[src/rtl/prio_grant_sequencer_if.sv]
// Bundle between the grant sequencer, its clients, the external arbiter and the beat sink.
interface prio_grant_sequencer_if #(
    parameter int SIZE   = 4,
    parameter int BEAT_W = 4
);
    localparam int ID_W = $clog2(SIZE);

    logic [SIZE-1:0]   req_pulse;
    logic [BEAT_W-1:0] beats;
    logic [SIZE-1:0]   arb_req;
    logic [SIZE-1:0]   arb_gnt;
    logic [SIZE-1:0]   pending;
    logic              gnt_valid;
    logic [SIZE-1:0]   gnt_onehot;
    logic [ID_W-1:0]   gnt_id;
    logic              beat_ready;
    logic              last;

    modport slave (
        input  req_pulse, beats, arb_gnt, beat_ready,
        output arb_req, pending, gnt_valid, gnt_onehot, gnt_id, last
    );

    modport master (
        output req_pulse, beats, arb_gnt, beat_ready,
        input  arb_req, pending, gnt_valid, gnt_onehot, gnt_id, last
    );
endinterface

[src/rtl/prio_grant_sequencer.sv]
// Sticky request capture plus burst grant holder wrapped around an external MSB-first arbiter.
module prio_grant_sequencer #(
    parameter int SIZE   = 4,
    parameter int BEAT_W = 4
) (
    input  logic clk,
    input  logic rst,
    prio_grant_sequencer_if.slave bus
);
    localparam int ID_W = $clog2(SIZE);

    typedef enum logic [0:0] {
        IDLE_S  = 1'b0,
        BURST_S = 1'b1
    } state_e;

    state_e            state_q, state_d;
    logic [BEAT_W-1:0] cnt_q, cnt_d;
    logic [SIZE-1:0]   pending_q, pending_d;
    logic [SIZE-1:0]   gnt_onehot_q, gnt_onehot_d;
    logic [ID_W-1:0]   gnt_id_q, gnt_id_d;
    logic [SIZE-1:0]   clr_s;

    // OR of set-bit indices: exact for one-hot, and the "as-is" result for an illegal multi-hot grant.
    function automatic logic [ID_W-1:0] encode_f(input logic [SIZE-1:0] v);
        logic [ID_W-1:0] r;
        r = '0;
        for (int i = 0; i < SIZE; i++) begin
            if (v[i]) begin
                r = r | ID_W'(i);
            end else begin
                r = r;
            end
        end
        return r;
    endfunction

    // State, beat counter, latched grant and pending register.
    always_ff @(posedge clk or posedge rst) begin
        if (rst) begin
            state_q      <= IDLE_S;
            cnt_q        <= '0;
            pending_q    <= '0;
            gnt_onehot_q <= '0;
            gnt_id_q     <= '0;
        end else begin
            state_q      <= state_d;
            cnt_q        <= cnt_d;
            pending_q    <= pending_d;
            gnt_onehot_q <= gnt_onehot_d;
            gnt_id_q     <= gnt_id_d;
        end
    end

    // Next-state: arbitrate in IDLE, count accepted beats in BURST.
    always_comb begin
        state_d      = state_q;
        cnt_d        = cnt_q;
        gnt_onehot_d = gnt_onehot_q;
        gnt_id_d     = gnt_id_q;
        clr_s        = '0;
        case (state_q)
            IDLE_S: begin
                if (|bus.arb_gnt) begin
                    gnt_onehot_d = bus.arb_gnt;
                    gnt_id_d     = encode_f(bus.arb_gnt);
                    cnt_d        = bus.beats;
                    state_d      = BURST_S;
                end else begin
                    state_d = IDLE_S;
                end
            end
            BURST_S: begin
                if (bus.beat_ready) begin
                    if (cnt_q == '0) begin
                        clr_s        = gnt_onehot_q;
                        gnt_onehot_d = '0;
                        gnt_id_d     = '0;
                        state_d      = IDLE_S;
                    end else begin
                        cnt_d = cnt_q - BEAT_W'(1);
                    end
                end else begin
                    state_d = BURST_S;
                end
            end
            default: begin
                state_d      = IDLE_S;
                cnt_d        = '0;
                gnt_onehot_d = '0;
                gnt_id_d     = '0;
            end
        endcase
        // A fresh pulse beats the last-beat clear, so a re-request is never lost.
        pending_d = (pending_q & ~clr_s) | bus.req_pulse;
    end

    assign bus.pending    = pending_q;
    assign bus.arb_req    = (state_q == IDLE_S) ? pending_q : '0;
    assign bus.gnt_valid  = (state_q == BURST_S);
    assign bus.gnt_onehot = gnt_onehot_q;
    assign bus.gnt_id     = gnt_id_q;
    assign bus.last       = (state_q == BURST_S) && (cnt_q == '0);

    prio_grant_sequencer_chk #(.SIZE(SIZE)) u_chk (
        .clk        (clk),
        .rst        (rst),
        .gnt_onehot (gnt_onehot_q),
        .arb_gnt    (bus.arb_gnt),
        .arb_req    (bus.arb_req),
        .gnt_valid  (bus.gnt_valid),
        .in_burst   (state_q == BURST_S)
    );
endmodule

// Protocol checks on the grant holder and the arbiter it talks to.
module prio_grant_sequencer_chk #(
    parameter int SIZE = 4
) (
    input logic            clk,
    input logic            rst,
    input logic [SIZE-1:0] gnt_onehot,
    input logic [SIZE-1:0] arb_gnt,
    input logic [SIZE-1:0] arb_req,
    input logic            gnt_valid,
    input logic            in_burst
);
    a_gnt_onehot0: assert property (@(posedge clk) disable iff (rst) $onehot0(gnt_onehot));
    a_valid_state: assert property (@(posedge clk) disable iff (rst) gnt_valid == in_burst);
    a_gnt_subset:  assert property (@(posedge clk) disable iff (rst) (arb_gnt & ~arb_req) == '0);
    a_arb_onehot:  assert property (@(posedge clk) disable iff (rst) !in_burst |-> $onehot0(arb_gnt));
endmodule

[src/flat_wrapper.sv]
// flat-port wrapper written by rule: the top's interface ports become plain ports
module prio_grant_sequencer_flat 
#(
    parameter int SIZE   = 4,
    parameter int BEAT_W = 4
)
  (clk, rst, bus_req_pulse, bus_beats, bus_arb_gnt, bus_beat_ready, bus_arb_req, bus_pending, bus_gnt_valid, bus_gnt_onehot, bus_gnt_id, bus_last);
  prio_grant_sequencer_if #(.SIZE(SIZE), .BEAT_W(BEAT_W)) bus_i ();
  input  logic clk;
  input  logic rst;
  input wire logic [$bits(bus_i.req_pulse)-1:0] bus_req_pulse;
  input wire logic [$bits(bus_i.beats)-1:0] bus_beats;
  input wire logic [$bits(bus_i.arb_gnt)-1:0] bus_arb_gnt;
  input wire logic [$bits(bus_i.beat_ready)-1:0] bus_beat_ready;
  output wire logic [$bits(bus_i.arb_req)-1:0] bus_arb_req;
  output wire logic [$bits(bus_i.pending)-1:0] bus_pending;
  output wire logic [$bits(bus_i.gnt_valid)-1:0] bus_gnt_valid;
  output wire logic [$bits(bus_i.gnt_onehot)-1:0] bus_gnt_onehot;
  output wire logic [$bits(bus_i.gnt_id)-1:0] bus_gnt_id;
  output wire logic [$bits(bus_i.last)-1:0] bus_last;
  assign bus_i.req_pulse = bus_req_pulse;
  assign bus_i.beats = bus_beats;
  assign bus_i.arb_gnt = bus_arb_gnt;
  assign bus_i.beat_ready = bus_beat_ready;
  assign bus_arb_req = bus_i.arb_req;
  assign bus_pending = bus_i.pending;
  assign bus_gnt_valid = bus_i.gnt_valid;
  assign bus_gnt_onehot = bus_i.gnt_onehot;
  assign bus_gnt_id = bus_i.gnt_id;
  assign bus_last = bus_i.last;
  prio_grant_sequencer #(.SIZE(SIZE), .BEAT_W(BEAT_W)) u_core (.clk(clk), .rst(rst), .bus(bus_i));
endmodule
[config.mk]
export PLATFORM = sky130hd
export DESIGN_NAME = prio_grant_sequencer_flat
export DESIGN_NICKNAME = d
export VERILOG_FILES = /design/src/rtl/prio_grant_sequencer_if.sv /design/src/rtl/prio_grant_sequencer.sv /design/src/flat_wrapper.sv
export SDC_FILE = /design/constraint.sdc
export NUM_CORES = 1
export LEC_CHECK = 0
export ABC_AREA = 1
export CAP_MARGIN = 20
export CORE_UTILIZATION = 35
export DETAILED_ROUTE_END_ITERATION = 12
export PLACE_DENSITY = 0.7
export SLEW_MARGIN = 5
export SYNTH_ARGS = -nofsm -noshare
export SYNTH_HDL_FRONTEND = slang
export SYNTH_SLANG_ARGS = --single-unit
[constraint.sdc]
create_clock -name clk -period 1.6 [get_ports clk]
set_input_delay 0.32 -clock clk [delete_from_list [all_inputs] [get_ports clk]]
set_output_delay 0.32 -clock clk [all_outputs]
set_load 0.005 [all_outputs]
======== After elaboration in Yosys (flattened, before gate mapping) ========
Index checks and enable logic that the tools add are counted.
storage, ports and cells
  logic and storage cells ................. 42
  bits of input ports ..................... 15
  register bits after elaboration ......... 15
cells by class
  reduce and logical (&&, ||, !) cells .... 5
  muxes and demuxes ....................... 23
  add/sub/neg operators ................... 1
  eq/ne operators ......................... 4
  bitwise operators ....................... 4
operators by type and width
  cell                 number
  $mux 4               10
  $pmux 4 s2           2
  $mux 2               5
  $ne 2x2->1 const B   3
  $reduce_and 3->1     2
  $and 4x4->4          1
  $logic_not 4->1      1
  $mux 1               4
  $not 4->4            1
  $or 4x4->4           1
  $pmux 2 s2           1
  $reduce_or 4->1      1
  $sub 4x1->4 const B  1
  $ne 2x1->1 const B   1
  $pmux 1 s2           1
  $logic_and 1x1->1    1
  $not 1->1            1

======== Longest topological paths before layout ========
  depth in word-level cells ............... 7
  mapped depth ............................ 8
  gate-level depth less buffers ........... 8

======== Worst setup path before layout ========
OpenSTA, ideal clock, no wires.
  path type ............................... reg2reg
  start ................................... register u_core.cnt_q[0]
  end ..................................... register u_core.gnt_id_q[0], in the netlist u_core.bus.gnt_id[0]
  arrival ................................. 1.136 ns
  slack ................................... 0.343 ns
  library setup time ...................... 0.121 ns
  data required time ...................... 1.479 ns
  cell stages (with the launch flop) ...... 8
  cell sequence ........................... dfrtp_1 -> inv_1 -> ha_1 -> nand3_4 -> o21ai_1 -> nand2_2 -> nand2_1 -> nand2_1
on the way
  cells in the longest elaborated chain, start to end .. 3
RTL lines
  element                     line                        source
  from (decl)                 prio_grant_sequencer.sv:18  logic [BEAT_W-1:0] cnt_q, cnt_d;
  from (signal assigned)      prio_grant_sequencer.sv:48  cnt_q <= cnt_d;
  $logic_not 4->1             prio_grant_sequencer.sv:75  if (cnt_q == '0) begin
  $ne 2x2->1 (no line)        --
  $reduce_and 3->1 (no line)  --
  to (signal assigned)        prio_grant_sequencer.sv:51  gnt_id_q <= gnt_id_d;
  to (decl)                   prio_grant_sequencer.sv:21  logic [ID_W-1:0] gnt_id_q, gnt_id_d;
Every way passes these cells.
A chain may end at the register's enable or synchronous reset.

======== Worst setup path after layout ========
  start ................................... register u_core.state_q, in the netlist u_core.bus.gnt_valid
  end ..................................... output bus_arb_req[2]
on the way
  cells in the longest elaborated chain, start to end .. 1
RTL lines
  element                 line                        source
  from (decl)             prio_grant_sequencer.sv:17  state_e state_q, state_d;
  from (signal assigned)  prio_grant_sequencer.sv:47  state_q <= state_d;
  $mux 4                  prio_grant_sequencer.sv:99  assign bus.arb_req = (state_q == IDLE_S) ? pending_q : '0;
  to (decl)               flat_wrapper.sv:15          output wire logic [$bits(bus_i.arb_req)-1:0] bus_arb_req;
Every way passes these cells.

==> results.toml <==
[critical_path]
max_stage_delay_ns = 0.45
worstSetupEndpointType = "output pin"
required_ns = 1.28
worst_path_max_delay_cell = "dfrtp_2"
crit_fanout = 5
arrival_ns = 1.22
crit_path_start_kind = "flip-flop"
crit_chain = "buf_4 -> nor2_1 -> dlygate4sd2_1"
path_class = "reg2out"

[final_layout]
fin_area_sq_mm = 0.00123
multi_input_area_sq_um = 364
nFillCells = 210
antenna_cells = 0
final_common_cell = "nand2_1"
fin_util_pct = 56.1
nNetsFinal = 166
final_cell_mix = "nand2_1 (44), clkdlybuf4s50_1 (25), dfrtp_1 (14)"
syn_to_final_growth_pct = 51.9
drive_above_1_share_pct = 18.1
seq_area_sq_um = 377

[place]
placed_cell_area_sq_mm = 0.00117
gp_congestion = 0.725
port_buffers = 30
pre_cts_ws_ns = -0.126
dp_hpwl_microns = 1450

[global_route]
grt_max_degree = 16
antenna_found_initial = 0
gr-usage-all-layers_pct = 16.9
grt_pass1_vias = 783
grt_pass1_wl_microns = 3180
globalRouteOverflowTotal = 0

[drt]
drc = 0
via_per_inst = 4.50
drt-wirelength-per-cell_microns = 10.6
drtIter0Drc = 11
ant_nets = 0
finalWirelength_microns = 1880
vias = 797
dr.pass1.iters = 4

[outcome]
outcome = "finished, final reports clean"

[floorplan]
initial_core_util_pct = 37.0
fp.dieW_microns = 50.1
die_h_microns = 50.1
design.portCount = 31
rows = 17
die-area_sq_mm = 0.00251
core_area_sq_mm = 0.00219

[job]
drv_cap = 0

[synthesis]
postSynthCellCount = 107
synthDistinctLibCells = 16
ys_seq_elements = 15
synth.avg_cell_area_sq_um = 7.57
synthesis.nets = 123
ys_warn_count = 0
synth-seq-area-share_pct = 46.4
synth_top_cells_by_area = "dfrtp_1 (46%), nand2_1 (20%), inv_1 (6.5%), nand3_1 (4.3%), nor2_1 (3.2%)"
netlist_area_sq_um = 810
synth_top_area_share_pct = 46.4
yosysTopAreaCell = "dfrtp_1"

[pwr]
power.total_mw = 2.05
pwr-share-seq_pct = 31.2
irDropWorstVdd_uv = 748
internal-power_mw = 1.23
swShare_pct = 39.9
p_comb_share_pct = 58.1
powerDensity_mw_per_mm2 = 1670
power_frac_clock_pct = 10.7
switching_power_uw = 819
power_leakage_nw = 0.664

[timing]
finalClockSkew_ns = 0.000352
fin_crit_ns = 1.54
hold_viol = 0
setup_slack_ns = 0.0587
relSlewSlack_pct = 86.7
finalMaxSlewViolations = 0
fin_setup_tns_ns = 0
fmax_ghz = 0.649
rsz0062_at_grt = "false"
tightestPinTransition_ns = 0.199
fin_crit_sh_pct = 96.3
setup_viol = 0

[cts]
cts.clk_slew.worst_paths_ns = 0.09
clkLatencyLatePin_ns = 0.28
htree_num_levels = 1
numCtsBuffers = 3
root_buffer = "clkbuf_4"
tritoncts = "yes"
ctsHoldBuffers = 0
clockBufferDepth = 2
clock_sinks = 15

[worst_hold_path]
hp-class = "in2async"
-- state kept, by name (all words and copies together), names as in the netlist --
name and count:
u_core.cnt_q 4, u_core.bus.pending 4, u_core.bus.gnt_onehot 4, u_core.bus.gnt_id 2, u_core.bus.gnt_valid 1
-- stage by stage --
stage          hold slack (ns)  instances
6_report                 0.325        177
2_1_floorplan            0.221        107
5_1_grt                  0.329        177
3_5_place_dp             0.471        170
3_3_place_gp             0.461        170
4_1_cts                  0.333        177
-- final timing paths --
check | end | startpoint | slack [ns] | cells after the start
setup / recovery | bus_arb_req[2] | u_core.bus.gnt_valid$_DFF_PP0_ | 0.06 | 3
hold / removal | u_core.bus.pending[1]$_DFF_PP0_ | rst | 0.33 | 3
setup reg to reg | u_core.bus.gnt_onehot[0]$_DFFE_PP0P_ | u_core.bus.gnt_valid$_DFF_PP0_ | 0.15 | 8
hold reg to reg | u_core.bus.gnt_id[1]$_DFFE_PP0P_ | u_core.bus.gnt_id[1]$_DFFE_PP0P_ | 0.49 | 2
max in group asynchronous | u_core.bus.gnt_valid$_DFF_PP0_ | rst | 1.08 | 3
min in group clk | u_core.bus.gnt_id[1]$_DFFE_PP0P_ | u_core.bus.gnt_id[1]$_DFFE_PP0P_ | 0.49 | 2
-- area by class of cell --
type / count / share of cell area (%)
Sequential cell: 15 / 30.6
Timing Repair Buffer: 40 / 29.8
Multi-Input combinational cell: 74 / 29.6
Inverter: 16 / 4.88
Tap cell: 28 / 2.85
Clock buffer: 3 / 1.83
Clock inverter: 1 / 0.407
-- power by group through the flow --
stage               clock network [mW]  registers [mW]  logic (mW)
finish                           0.219           0.642        1.19
global route                     0.240           0.661        1.34
CTS                              0.225           0.643        1.20
detailed placement                   0           0.652        1.14
global placement                     0           0.643        1.11
floorplan                            0           0.632       0.649
-- per-layer routing --
layer / GRT usage [%] / share of wire [%] / vias to the layer above
li1: - / - / 410
met1: 18.6 / 42 / 371
met2: 30.7 / 53 / 16
met3: 5.25 / 4.5 / 0
met4: 4.29 / 0 / 0
met5: 0 / 0 / -
-- logic make-up (layout without fill, tap and decap cells) --
group           Yosys count  in the layout  synth area share (%)
mux                       1              1                  1.24
fa+ha+maj                 1              1                  1.55
flops                    15             15                  46.4
buf+inv                  18             60                  10.2
simple gates             64             64                  35.7
compound gates            8              8                  4.94
-- synth_stat cells --
cell type  number
nand3_1         7
nor2_1          7
nand2_2         3
buf_6           2
nand2_1        44
o21ai_0         4
inv_1          14
inv_2           2
ha_1            1
a21oi_1         1
nand3_4         1
nor2_2          1
nor2_8          1
o21ai_1         3
mux2i_1         1
dfrtp_1        15
-- worst max-delay path, delay by kind of cell (launching register included) --
family,cells,cell delay [ns]
simple gates,1,0.10
flops,1,0.45
buf+inv,2,0.39
-- repair_timing --
item / CTS / global route
endpoints found under the setup margin: 6 / 1
pin swaps: 2 / 0
gates resized for setup: 13 / 1
gates cloned: 0 / 0
setup buffers: 3 / 0
Power figures use the tool's default switching activity.
